===== config.mk =====
export PLATFORM = sky130hd
export DESIGN_NAME = tpu_layer_sequencer
export DESIGN_NICKNAME = d
export VERILOG_FILES = /design/src/rtl/tpu_layer_sequencer.sv
export SDC_FILE = /design/constraint.sdc
export NUM_CORES = 1
export LEC_CHECK = 0
export CORE_UTILIZATION = 49
export CTS_CLUSTER_DIAMETER = 100
export DETAILED_ROUTE_END_ITERATION = 8
export GPL_ROUTABILITY_DRIVEN = 1
export PLACE_DENSITY = 0.72
export SLEW_MARGIN = 15
export SYNTH_ARGS = -nofsm -noshare
export SYNTH_HDL_FRONTEND = slang
export SYNTH_SLANG_ARGS = --single-unit

===== constraint.sdc =====
create_clock -name clk -period 1.7 [get_ports clk]
set_input_delay 0.255 -clock clk [delete_from_list [all_inputs] [get_ports clk]]
set_output_delay 0.255 -clock clk [all_outputs]
set_load 0.02 [all_outputs]

===== src/rtl/tpu_layer_sequencer.sv =====
// Layer sequencer: steps NUM_LAYERS engines through clear/run phases in
// order, with a per-layer watchdog, abort, and registered status outputs.
module tpu_layer_sequencer #(
    parameter int          NUM_LAYERS     = 3,
    parameter logic [15:0] TIMEOUT_CYCLES = 16'd20000
) (
    input  logic                  clk,
    input  logic                  iRst_n,
    input  logic                  start,
    input  logic                  abort,
    input  logic [NUM_LAYERS-1:0] layer_done,
    input  logic [NUM_LAYERS-1:0] layer_overflow,
    output logic [NUM_LAYERS-1:0] layer_ena,
    output logic [NUM_LAYERS-1:0] layer_rst_n,
    output logic [1:0]            sel,
    output logic                  busy,
    output logic                  done,
    output logic                  overflow,
    output logic                  error
);

    typedef enum logic [2:0] {
        S_IDLE,
        S_CLEAR,
        S_RUN,
        S_GAP,
        S_FIN,
        S_ERR
    } state_e;

    state_e                state_q, state_d;
    logic [1:0]            sel_q, sel_d;
    logic [15:0]           wdog_q, wdog_d;
    logic                  clr_q, clr_d;
    logic                  done_q, done_d;
    logic                  ovf_q, ovf_d;
    logic                  err_q, err_d;
    logic [NUM_LAYERS-1:0] ena_q, ena_d;
    logic [NUM_LAYERS-1:0] rstn_q, rstn_d;
    logic                  busy_q, busy_d;
    logic [NUM_LAYERS-1:0] sel_oh;
    logic [3:0]            done_pad;
    logic [3:0]            ovf_pad;
    logic                  last_layer;

    // Widen engine flags to the full sel range so indexing is always legal
    always_comb begin
        done_pad   = 4'(layer_done);
        ovf_pad    = 4'(layer_overflow);
        last_layer = (sel_q == 2'(NUM_LAYERS - 1));
    end

    // Next-state logic; abort overrides everything and keeps the flags
    always_comb begin
        state_d = state_q;
        sel_d   = sel_q;
        wdog_d  = wdog_q;
        clr_d   = clr_q;
        done_d  = done_q;
        ovf_d   = ovf_q;
        err_d   = err_q;
        if (abort) begin
            state_d = S_IDLE;
        end else begin
            unique case (state_q)
                S_IDLE, S_FIN, S_ERR: begin
                    if (start) begin
                        state_d = S_CLEAR;
                        sel_d   = '0;
                        clr_d   = 1'b0;
                        done_d  = 1'b0;
                        ovf_d   = 1'b0;
                        err_d   = 1'b0;
                    end
                end
                S_CLEAR: begin
                    if (clr_q) begin
                        state_d = S_RUN;
                        wdog_d  = '0;
                    end else begin
                        clr_d = 1'b1;
                    end
                end
                S_RUN: begin
                    if (done_pad[sel_q]) begin
                        ovf_d = ovf_q | ovf_pad[sel_q];
                        if (last_layer) begin
                            state_d = S_FIN;
                            done_d  = 1'b1;
                        end else begin
                            state_d = S_GAP;
                        end
                    end else if (wdog_q == TIMEOUT_CYCLES - 16'd1) begin
                        state_d = S_ERR;
                        err_d   = 1'b1;
                    end else begin
                        wdog_d = wdog_q + 16'd1;
                    end
                end
                S_GAP: begin
                    state_d = S_CLEAR;
                    sel_d   = sel_q + 2'd1;
                    clr_d   = 1'b0;
                end
                default: state_d = S_IDLE;
            endcase
        end
    end

    // Engine controls decoded from the next state so they can be registered
    always_comb begin
        for (int i = 0; i < NUM_LAYERS; i++) begin
            sel_oh[i] = (sel_d == 2'(i));
        end
        ena_d  = '0;
        rstn_d = '1;
        busy_d = 1'b0;
        unique case (state_d)
            S_CLEAR: begin
                ena_d  = sel_oh;
                rstn_d = ~sel_oh;
                busy_d = 1'b1;
            end
            S_RUN: begin
                ena_d  = sel_oh;
                busy_d = 1'b1;
            end
            S_GAP:   busy_d = 1'b1;
            default: busy_d = 1'b0;
        endcase
    end

    // State and output registers with asynchronous clear
    always_ff @(posedge clk or negedge iRst_n) begin
        if (!iRst_n) begin
            state_q <= S_IDLE;
            sel_q   <= '0;
            wdog_q  <= '0;
            clr_q   <= 1'b0;
            done_q  <= 1'b0;
            ovf_q   <= 1'b0;
            err_q   <= 1'b0;
            ena_q   <= '0;
            rstn_q  <= '1;
            busy_q  <= 1'b0;
        end else begin
            state_q <= state_d;
            sel_q   <= sel_d;
            wdog_q  <= wdog_d;
            clr_q   <= clr_d;
            done_q  <= done_d;
            ovf_q   <= ovf_d;
            err_q   <= err_d;
            ena_q   <= ena_d;
            rstn_q  <= rstn_d;
            busy_q  <= busy_d;
        end
    end

    assign layer_ena   = ena_q;
    assign layer_rst_n = rstn_q;
    assign sel         = sel_q;
    assign busy        = busy_q;
    assign done        = done_q;
    assign overflow    = ovf_q;
    assign error       = err_q;

endmodule


==> results.py, run 1 <==
metrics = {
    "worst_setup_path": {
        "cp_top_family": "simple AND/OR/NAND/NOR gates",
        "cp.required_ps": 1980,
        "worstPathArrival_ps": 2180,
        "critPathBufInv": 1,
        "worstSetupPathType": "flip-flop to flip-flop",
        "critPathLaunchType": "flip-flop",
        "cp_cell_sequence": "nor4b_4, o211ai_2, mux2i_2, buf_4, or3_1, a21oi_2",
        "critPathCaptureType": "flip-flop",
        "crit_slowest_cell": "dfrtp_2",
        "cp_max_fo": 7,
        "cpPeakStageDelay_ps": 450,
    },
    "logic_synthesis": {
        "synth_cells": 186,
        "syn-cell-area_sq_um": 1790,
        "yosysSeqAreaShare_pct": 44.9,
        "yosysUniqueCellTypes": 49,
        "async_flop_share_pct": 100,
        "yosys.area.top_type": "dfrtp_1",
        "synth-seq-cells": 32,
        "syn-num-nets": 198,
        "synthTopCellsByArea": "dfrtp_1 41%, dfstp_2 4.4%, nor2_1 4.2%",
        "synth-edff-count": 0,
        "synth_ff_type": "dfrtp_1",
        "synth_area_per_cell_sq_um": 9.63,
        "ys_warn_count": 0,
        "yosysTopAreaCellShare_pct": 40.5,
    },
    "global_routing": {
        "grt_pass1_vias": 1849,
        "track_usage_pct": 29.4,
        "grt_overflow_total": 0,
        "grt_pass1_wl_microns": 8860,
        "antenna_found_initial": 0,
        "grt_max_degree": 33,
    },
    "power_and_ir_drop": {
        "total_power_mw": 2.16,
        "p_leak_nw": 1.23,
        "ir_worst_vdd_uv": 633,
        "p_per_area_nw_per_um2": 779,
    },
    "cells_and_area": {
        "utilization_pct": 81.1,
        "multi_input_area_sq_um": 1140,
        "antenna_cells": 0,
        "layout_commonest_cell": "buf_4",
        "finalNetCount": 279,
        "drive_gt1_share_pct": 46.3,
        "area_growth_pct": 54.7,
        "final-seq-area_sq_um": 810,
        "final_cell_mix": "51 x buf_4, 25 x dfrtp_1, 18 x nor2_1, 16 x clkdlybuf4s50_1, 10 x nand2_1",
        "n_fill_cell": 198,
    },
    "placed_design": {
        "portBuffers": 21,
        "gp_congestion": 0.888,
        "dp_hpwl_microns": 3570,
        "place_ws_ps": -438,
    },
    "sta": {
        "final.min_clock_period_ps": 1900,
        "final-setup-viol-count": 23,
        "slew_viol_final": 0,
        "rsz0062_at_grt": "yes",
        "timing.final.crit_share_pct": 112,
        "holdWs_ps": 293,
        "tightest_slew_ps": 502,
        "fmax_ghz": 0.526,
        "relSlewSlack_pct": 66.3,
        "timing.final.ws_setup_ps": -201,
        "finalClockSkew_ps": 8.02,
        "finalHoldViolations": 0,
        "fin_setup_tns_ps": -2820,
    },
    "route": {
        "viasPerCell": 6.05,
        "wl_per_cell_microns": 19.2,
        "drc": 0,
        "ant_nets": 0,
        "routed_wl_microns": 6040,
        "via_count": 1899,
        "first_pass_iters": 5,
        "drt_iter0_markers": 187,
    },
    "die": {
        "die-area_sq_um": 3900,
        "rows": 21,
        "core_sq_um": 3420,
        "initial_utilization_pct": 52.4,
        "fp.dieW_microns": 62.5,
        "ioPinCount": 22,
        "die_h_microns": 62.5,
    },
    "cts": {
        "cts_tree": "built",
        "cts-root-buf": "clkbuf_4",
        "clk_pin_slew_ps": 100,
        "cts.htree.levels": 2,
        "cts.path.max_buffers": 2,
        "insertion_delay_ps": 350,
        "clock-sinks": 32,
        "numCtsBuffers": 5,
    },
    "flow_run": {
        "cap_violations": 0,
    },
    "status": {
        "violations": "negative setup slack",
        "status": "finished, violations left",
    },
    "min_path": {
        "hp-class": "input port to async pin",
    },
}
## registers in the layout (all words and copies together) (netlist names), 2 cells and up
register and flops:
sel 2, layer_rst_n 3, wdog_q 16, layer_ena 3, state_q 3
## final cells by class
class,count,area share (%)
sequential,32,29.2
tap,46,2.08
clock buffer,7,1.63
clock inverter,1,0.181
multi-input combinational,142,41.2
inverter,5,0.678
timing repair buffer,81,25.0
## what timing repair did
action                                  in CTS  in global routing
cloned                                       1                  0
pin swaps                                   19                 21
resized for setup                           33                 35
hold buffers                                 0                  0
endpoints found under the setup margin      32                 31
setup buffers                                6                  7
## final timing paths
check                                          start                       end  slack [ps]  cells after the start
min in group clk                   clr_q$_DFFE_PN0P_         clr_q$_DFFE_PN0P_         520                      1
worst max-delay path            state_q[0]$_DFF_PN0_     wdog_q[5]$_DFFE_PN0P_        -200                      6
max in group asynchronous                     iRst_n  layer_rst_n[0]$_DFF_PN1_        1070                      2
worst min register to register     clr_q$_DFFE_PN0P_         clr_q$_DFFE_PN0P_         520                      1
worst min-delay path                          iRst_n    wdog_q[15]$_DFFE_PN0P_         290                      2
worst max register to register  state_q[0]$_DFF_PN0_     wdog_q[5]$_DFFE_PN0P_        -200                      6
## report_power, final
| part | leakage, nW | internal (mW) | switching (mW) |
|---|---|---|---|
| combinational | 0.789 | 0.382 | 0.390 |
| sequential | 0.416 | 0.872 | 0.0832 |
| clock | 0.0293 | 0.161 | 0.269 |
## through the flow
stage	cell area [sq um]	std cells
6_report	2770	314
3_5_place_dp	2390	293
3_3_place_gp	2390	293
2_1_floorplan	1830	186
5_1_grt	2770	314
4_1_cts	2580	308
## synth_stat cells, types with 5 or more instances
library cell	instances
nor2_1	20
nand2_1	11
a21oi_1	8
o21ai_1	6
nand3_1	11
xnor2_1	5
o21ai_0	12
nor3_1	6
or3_1	5
dfrtp_1	29
## routing by layer
| layer | part of all wire [%] | up-vias | GRT usage (%) |
|---|---|---|---|
| met5 | 0 | - | 0 |
| met4 | 3.1 | 0 | 9.88 |
| met3 | 4.7 | 22 | 6.57 |
| met2 | 52 | 76 | 48.9 |
| met1 | 41 | 959 | 37.8 |
| li1 | - | 842 | - |
## cells by family after synthesis
kind of cell	count (synthesis)	synth area share, %
buffers and inverters	12	3.77
flip-flops	32	44.9
adder cells (fa/ha/maj)	2	1.40
multiplexers	4	2.52
AO/OA/AOI/OAI	41	15.1
XOR/XNOR	5	2.45
AND/OR/NAND/NOR	90	29.8
No activity file was read; power rests on OpenSTA's default activity.
==> inputs of run 2 (changes only) <==
--- a/config.mk
+++ b/config.mk
@@ -5,7 +5,9 @@
 export SDC_FILE = /design/constraint.sdc
 export NUM_CORES = 1
 export LEC_CHECK = 0
-export CORE_UTILIZATION = 49
+export CELL_PAD_IN_SITES_DETAIL_PLACEMENT = 1
+export CELL_PAD_IN_SITES_GLOBAL_PLACEMENT = 2
+export CORE_UTILIZATION = 31
 export CTS_CLUSTER_DIAMETER = 100
 export DETAILED_ROUTE_END_ITERATION = 8
 export GPL_ROUTABILITY_DRIVEN = 1
==> results.py, run 2 (same netlist as run 1, synthesis figures left out) <==
metrics = {
    "status": {
        "status": "finished, violations left",
        "violations": "negative setup slack",
    },
    "placed_design": {
        "gp_congestion": 0.855,
        "dp_hpwl_microns": 4210,
        "postPlaceCellArea_sq_um": 2450,
        "portBuffers": 21,
    },
    "sta": {
        "final-setup-viol-count": 23,
        "tightest_slew_ps": 430,
        "finalHoldViolations": 0,
        "rsz0062_at_grt": "yes",
        "final.min_clock_period_ps": 1840,
        "holdWs_ps": 366,
        "timing.final.crit_share_pct": 108,
        "fmax_ghz": 0.544,
        "finalClockSkew_ps": 8.54,
        "timing.final.ws_setup_ps": -137,
        "slew_viol_final": 0,
        "relSlewSlack_pct": 71.3,
    },
    "cells_and_area": {
        "n_fill_cell": 639,
        "final_cell_mix": "53 x buf_4, 24 x dfrtp_1, 20 x nor2_1, 18 x clkdlybuf4s50_1, 10 x nand3_1",
        "finalNetCount": 278,
        "fin_area_sq_um": 2790,
        "drive_gt1_share_pct": 45.7,
        "largest_reg_flops": 16,
        "antenna_cells": 0,
        "top_register": "wdog_q",
        "layout_commonest_cell": "buf_4",
        "area_growth_pct": 55.6,
    },
    "global_routing": {
        "antenna_found_initial": 0,
        "grt_pass1_wl_microns": 9610,
        "grt_pass1_vias": 1875,
        "grt_max_degree": 33,
        "track_usage_pct": 20.4,
        "grt_overflow_total": 0,
    },
    "route": {
        "drc": 0,
        "ant_nets": 0,
        "first_pass_iters": 4,
        "drt_iter0_markers": 61,
        "viasPerCell": 5.12,
        "routed_wl_microns": 5770,
        "via_count": 1734,
        "wl_per_cell_microns": 17.0,
    },
    "worst_setup_path": {
        "critPathCaptureType": "flip-flop",
        "cp_max_fo": 6,
        "worst-r2r-cell-count": 6,
        "worstPathArrival_ps": 2060,
        "critPathLaunchType": "flip-flop",
        "worstSetupPathType": "flip-flop to flip-flop",
        "cp.required_ps": 1920,
    },
    "cts": {
        "cts.htree.levels": 2,
        "cts-root-buf": "clkbuf_8",
        "clock-sinks": 32,
        "insertion_delay_ps": 290,
        "cts.path.max_buffers": 2,
        "clk_pin_slew_ps": 70,
        "numCtsBuffers": 5,
        "cts_tree": "built",
    },
    "die": {
        "die-area_sq_um": 6080,
        "core_sq_um": 5540,
        "fp.dieW_microns": 78,
        "initial_utilization_pct": 32.3,
        "die_h_microns": 78,
        "rows": 27,
        "ioPinCount": 22,
    },
    "flow_run": {
        "cap_violations": 0,
    },
    "power_and_ir_drop": {
        "p_per_area_nw_per_um2": 850,
        "ir_worst_vdd_uv": 502,
        "p_leak_nw": 1.19,
    },
    "min_path": {
        "hp-class": "input port to async pin",
    },
}
==> run 2: changes by cell type in the layout (fill, tap and decap cells not counted), moves of 3 or more <==
| cell | change |
|---|---|
| clkbuf_8 | +7 |
| clkbuf_4 | -5 |
| nor3_4 | -3 |
| buf_6 | -4 |
| nor3_2 | +3 |
| o21ai_1 | -3 |
==> run 2: final timing paths <==
check                      slack (ps)                 start               endpoint
setup / recovery                 -140  state_q[0]$_DFF_PN0_  wdog_q[5]$_DFFE_PN0P_
hold reg to reg                   520      done$_DFFE_PN0P_       done$_DFFE_PN0P_
max in group asynchronous         980                iRst_n   state_q[0]$_DFF_PN0_
setup reg to reg                 -140  state_q[0]$_DFF_PN0_  wdog_q[5]$_DFFE_PN0P_
min in group clk                  520      done$_DFFE_PN0P_       done$_DFFE_PN0P_
hold / removal                    370                iRst_n      error$_DFFE_PN0P_
==> run 2: final cells by class <==
type / instances / area, sq um / share of cell area, %
Multi-Input combinational cell: 142 / 1090 / 39.0
Inverter: 5 / 18.8 / 0.674
Clock buffer: 8 / 100 / 3.59
Tap cell: 72 / 90.1 / 3.23
Sequential cell: 32 / 811 / 29.1
Timing Repair Buffer: 80 / 681 / 24.4
==> run 2: what timing repair did <==
item / 4_1_cts / 5_1_grt
hold buffers: 0 / 0
endpoints found under the setup margin: 29 / 28
pin swaps: 8 / 15
buffers inserted: 4 / 3
cloned: 0 / 2
gates resized for setup: 21 / 30
==> run 2: critical path, cell delays in order (launching register included) <==
cell	delay (ps)
dfrtp_2	440
nor4b_4	340
o211ai_2	160
mux2i_2	200
buf_4	170
or3_4	360
a21oi_2	110
==> run 2: metrics by stage <==
step                      std cells  utilization [%]  TNS [ps]  total power [mW]  setup WS, ps
final                           339             50.3     -1750              2.37          -137
after global routing            339             50.3     -3890              2.49          -222
after CTS                       334             47.7     -2130              2.31          -139
after detailed placement        323             44.3    -10540              1.61          -442
after global placement          323             44.3     -8730              1.57          -372
after floorplan                 186                -     -20.7              1.25         -7.31
==> run 2: where the power goes <==
part | total, mW | internal [mW] | switching, mW | leakage [nW]
clock network | 0.663 | 0.370 | 0.293 | 0.0515
logic | 0.754 | 0.383 | 0.371 | 0.723
registers | 0.951 | 0.873 | 0.0780 | 0.414
total | 2.37 | 1.63 | 0.742 | 1.19
==> run 2: per-layer routing <==
metal / share of wire [%] / track usage (%)
met1: 49 / 27.5
met2: 49 / 33.5
met3: 1.8 / 3.88
met4: 0.88 / 5.00
met5: 0 / 0
==> inputs of run 3 (changes only) <==
--- a/config.mk
+++ b/config.mk
@@ -11,6 +11,7 @@
 export CTS_CLUSTER_DIAMETER = 100
 export DETAILED_ROUTE_END_ITERATION = 8
 export GPL_ROUTABILITY_DRIVEN = 1
+export HOLD_SLACK_MARGIN = 0.1
 export PLACE_DENSITY = 0.72
 export SLEW_MARGIN = 15
 export SYNTH_ARGS = -nofsm -noshare
==> results of run 3 <==
Final layout, timing and power as in run 2 (identical DEF).
==> RTL edit, RTL diff (settings of run 2) <==
Put one more register stage on the output `overflow`, cleared by the reset. The value now appears one clock later. The other outputs are not delayed to match.
--- a/src/rtl/tpu_layer_sequencer.sv
+++ b/src/rtl/tpu_layer_sequencer.sv
@@ -164,3 +164,9 @@
     assign done        = done_q;
-    assign overflow    = ovf_q;
+    always_ff @(posedge clk or negedge iRst_n) begin
+        if (!iRst_n) begin
+            overflow <= '0;
+        end else begin
+            overflow <= ovf_q;
+        end
+    end
     assign error       = err_q;
Formal check against the unedited RTL: not equivalent (Yosys sat finds a counterexample within 10 cycles, from zero or initial values and one cycle with iRst_n low).
==> RTL edit against run 2 <==
- worst setup slack lost 0.28 ns
- synthesized area up 1.0%
- largest cell class unchanged
- critical path depth decreased by 1
- routed wire length rose by 4.8%
- power is 15% higher
- final area down 0.40%
- the flow still finishes with violations (negative setup slack)
- clock skew is essentially flat
- sequential cell count is 1 higher
==> RTL edit: results (changes against run 2) <==
** Detailed routing
- The number of search-and-repair iterations in the first detailed-routing pass is 5 (+1).
- Drt first-iter violations :: 71 (+16%)
- Average wire length per cell after detail routing :: 17.52 µm (+3.0%)
- Via-per-instance ratio :: 5.455 (+6.6%)

** Timing
- The final count of negative-setup-slack endpoints is 24 (+4.3%).
- Worst Setup Slack, final :: -0.4195 ns (-0.2825 ns)
- The slew at the pin closest to its max-slew limit was 0.4553 ns (+0.02479 ns).
- Setup Skew :: 0.008323 ns (-0.0002212 ns)
- The final sum of negative setup slack is -7.218 ns (-5.473 ns).

** Worst setup path
- Category of cells accounting for the largest share of critical-path delay :: simple AND/OR/NAND/NOR gates
- Slowest stage delay, CP :: 0.62 ns (+0.18 ns)
- FF-to-FF path depth :: 5 (-1)
- WP data arrival :: 2.33 ns (+0.27 ns)
- In this run the critical register-to-register path is captured at wdog_q[9].
- Slowest cell on the critical path :: sky130_fd_sc_hd__or4_4
- The most critical setup path has its startpoint at state_q[2].
- The peak fanout along the critical path is 8 (+2).

** Layout
- The number of filler cells placed in the layout is 660 (+3.3%).
- Net total in the final layout :: 284 (+2.2%)
- The share of final-layout standard cells stronger than drive strength 1 is 0.3626 (-0.09429).
- Biggest register :: wdog_q
- Area occupied by registers :: 832.0 µm² (+2.6%)

** Clock network
- CTS placed an instance of sky130_fd_sc_hd__clkbuf_8 at the clock tree root.
- H-tree level count :: 2 (unchanged)
- The number of buffers created by CTS is 5 (unchanged).

** Placement
- The placed cell area was 2435 µm² (-0.76%).
- Final HPWL from detailed placement :: 3990 µm (-5.2%)
- Routability cong. :: 0.7693 (-10%)

** Logic synthesis
- Number of nets produced by synthesis :: 207 (+4.5%)
- Fraction of the yosys area taken by sequential cells :: 0.4585 (+0.009170)
- Count of distinct cell types in the synthesized netlist :: 42 (-14%)
- Top cells by area, synth :: sky130_fd_sc_hd__dfrtp_1, sky130_fd_sc_hd__a21oi_1, sky130_fd_sc_hd__dfstp_2
- Top post-synthesis cells by count :: sky130_fd_sc_hd__dfrtp_1, sky130_fd_sc_hd__a21oi_1, sky130_fd_sc_hd__nand3_1, sky130_fd_sc_hd__o21ai_0, sky130_fd_sc_hd__or3_1
- Average footprint of a synthesized cell :: 9.278 µm² (-3.6%)

** Global routing
- Global-route total usage across every layer :: 0.2088 (+0.005284)
- Global-route wire length before repair :: 9894 µm (+2.9%)
- Vias in the first global route :: 2060 (+9.9%)
- Maximum number of pins on one net before global-route repair :: 34 (+3.0%)

** Power
- Maximum ir drop on the vdd rail :: 0.0004572 V (-8.9%)
- The leakage dissipation came to 1.180 nW (-0.75%).

** Status
- Violations in the final reports :: negative setup slack
- Run status :: finished with violations
## RTL edit: cell types whose count changed after synthesis, sizes merged, moves of 4 or more
cell    before  now
nor2        20   11
a211oi       0    4
o21ai       19   13
nor4b        4    0
or4          0    7
or3          5   12
clkbuf       1    5
nor3        10    2
a21oi        9   19
inv          5    9
xnor2        5    0
## RTL edit: layout make-up
class,count,share of cell area
multi-input combinational,145,0.3760
sequential,33,0.2998
timing repair buffer,78,0.2376
tap,72,0.03246
clock buffer,7,0.03111
inverter,9,0.01217
clock inverter,1,0.01082
## RTL edit: worst min path at each step
| stage | cells after the start | to | slack [ns] |
|---|---|---|---|
| floorplan | 0 | busy | -0.04 |
| global placement | 0 | overflow | 0.37 |
| detailed placement | 0 | overflow | 0.37 |
| CTS | 0 | overflow | 0.39 |
| global route | 0 | overflow | 0.41 |
| finish | 2 | wdog_q[10] | 0.39 |
## RTL edit: cell families (layout without fill, tap and decap cells)
group                      count (synthesis)  in the layout  share of synthesized area
and+or+nand+nor                           77             79                     0.2455
adders and majority gates                  2              2                    0.01383
buffers and inverters                     19             95                    0.04979
AOI/OAI and AO/OA                         61             61                     0.2158
DFF                                       33             33                     0.4585
muxes                                      3              3                    0.01660
## RTL edit: routing by layer
layer / vias up / wire (µm) / track usage
met3: 12 / 107 / 0.03372
met5: - / 0 / 0
met2: 27 / 3249 / 0.3912
li1: 893 / - / -
met4: 0 / 146 / 0.08704
met1: 950 / 2542 / 0.2315
## RTL edit: stage by stage
| stage | worst slack [ns] | std cells | hold WS (ns) |
|---|---|---|---|
| 2_1_floorplan | -0.3484 | 195 | -0.04059 |
| 6_report | -0.4195 | 345 | 0.3888 |
| 4_1_cts | -0.3835 | 342 | 0.3939 |
| 3_5_place_dp | -0.5641 | 326 | 0.3680 |
| 3_3_place_gp | -0.4859 | 326 | 0.3672 |
| 5_1_grt | -0.4546 | 345 | 0.4084 |
## RTL edit: repair_timing
item,CTS,global route
buffers inserted,6,5
gates cloned,2,0
pin swaps,9,8
hold buffers,0,0
gates resized for setup,11,23
endpoints found under the setup margin,23,32
## RTL edit: worst register-to-register path: stages (launching register included)
cell and delay [ns]:
sky130_fd_sc_hd__dfrtp_1 0.39, sky130_fd_sc_hd__nor3b_2 0.31, sky130_fd_sc_hd__nand2b_1 0.15, sky130_fd_sc_hd__or4_4 0.62, sky130_fd_sc_hd__or4_4 0.44, sky130_fd_sc_hd__a21oi_2 0.15
## RTL edit: power by group
| part | switching (W) | total [W] | internal (W) |
|---|---|---|---|
| Clock | 0.000292 | 0.000770 | 0.000478 |
| Sequential | 0.0000584 | 0.000949 | 0.000891 |
| Combinational | 0.000525 | 0.000993 | 0.000468 |
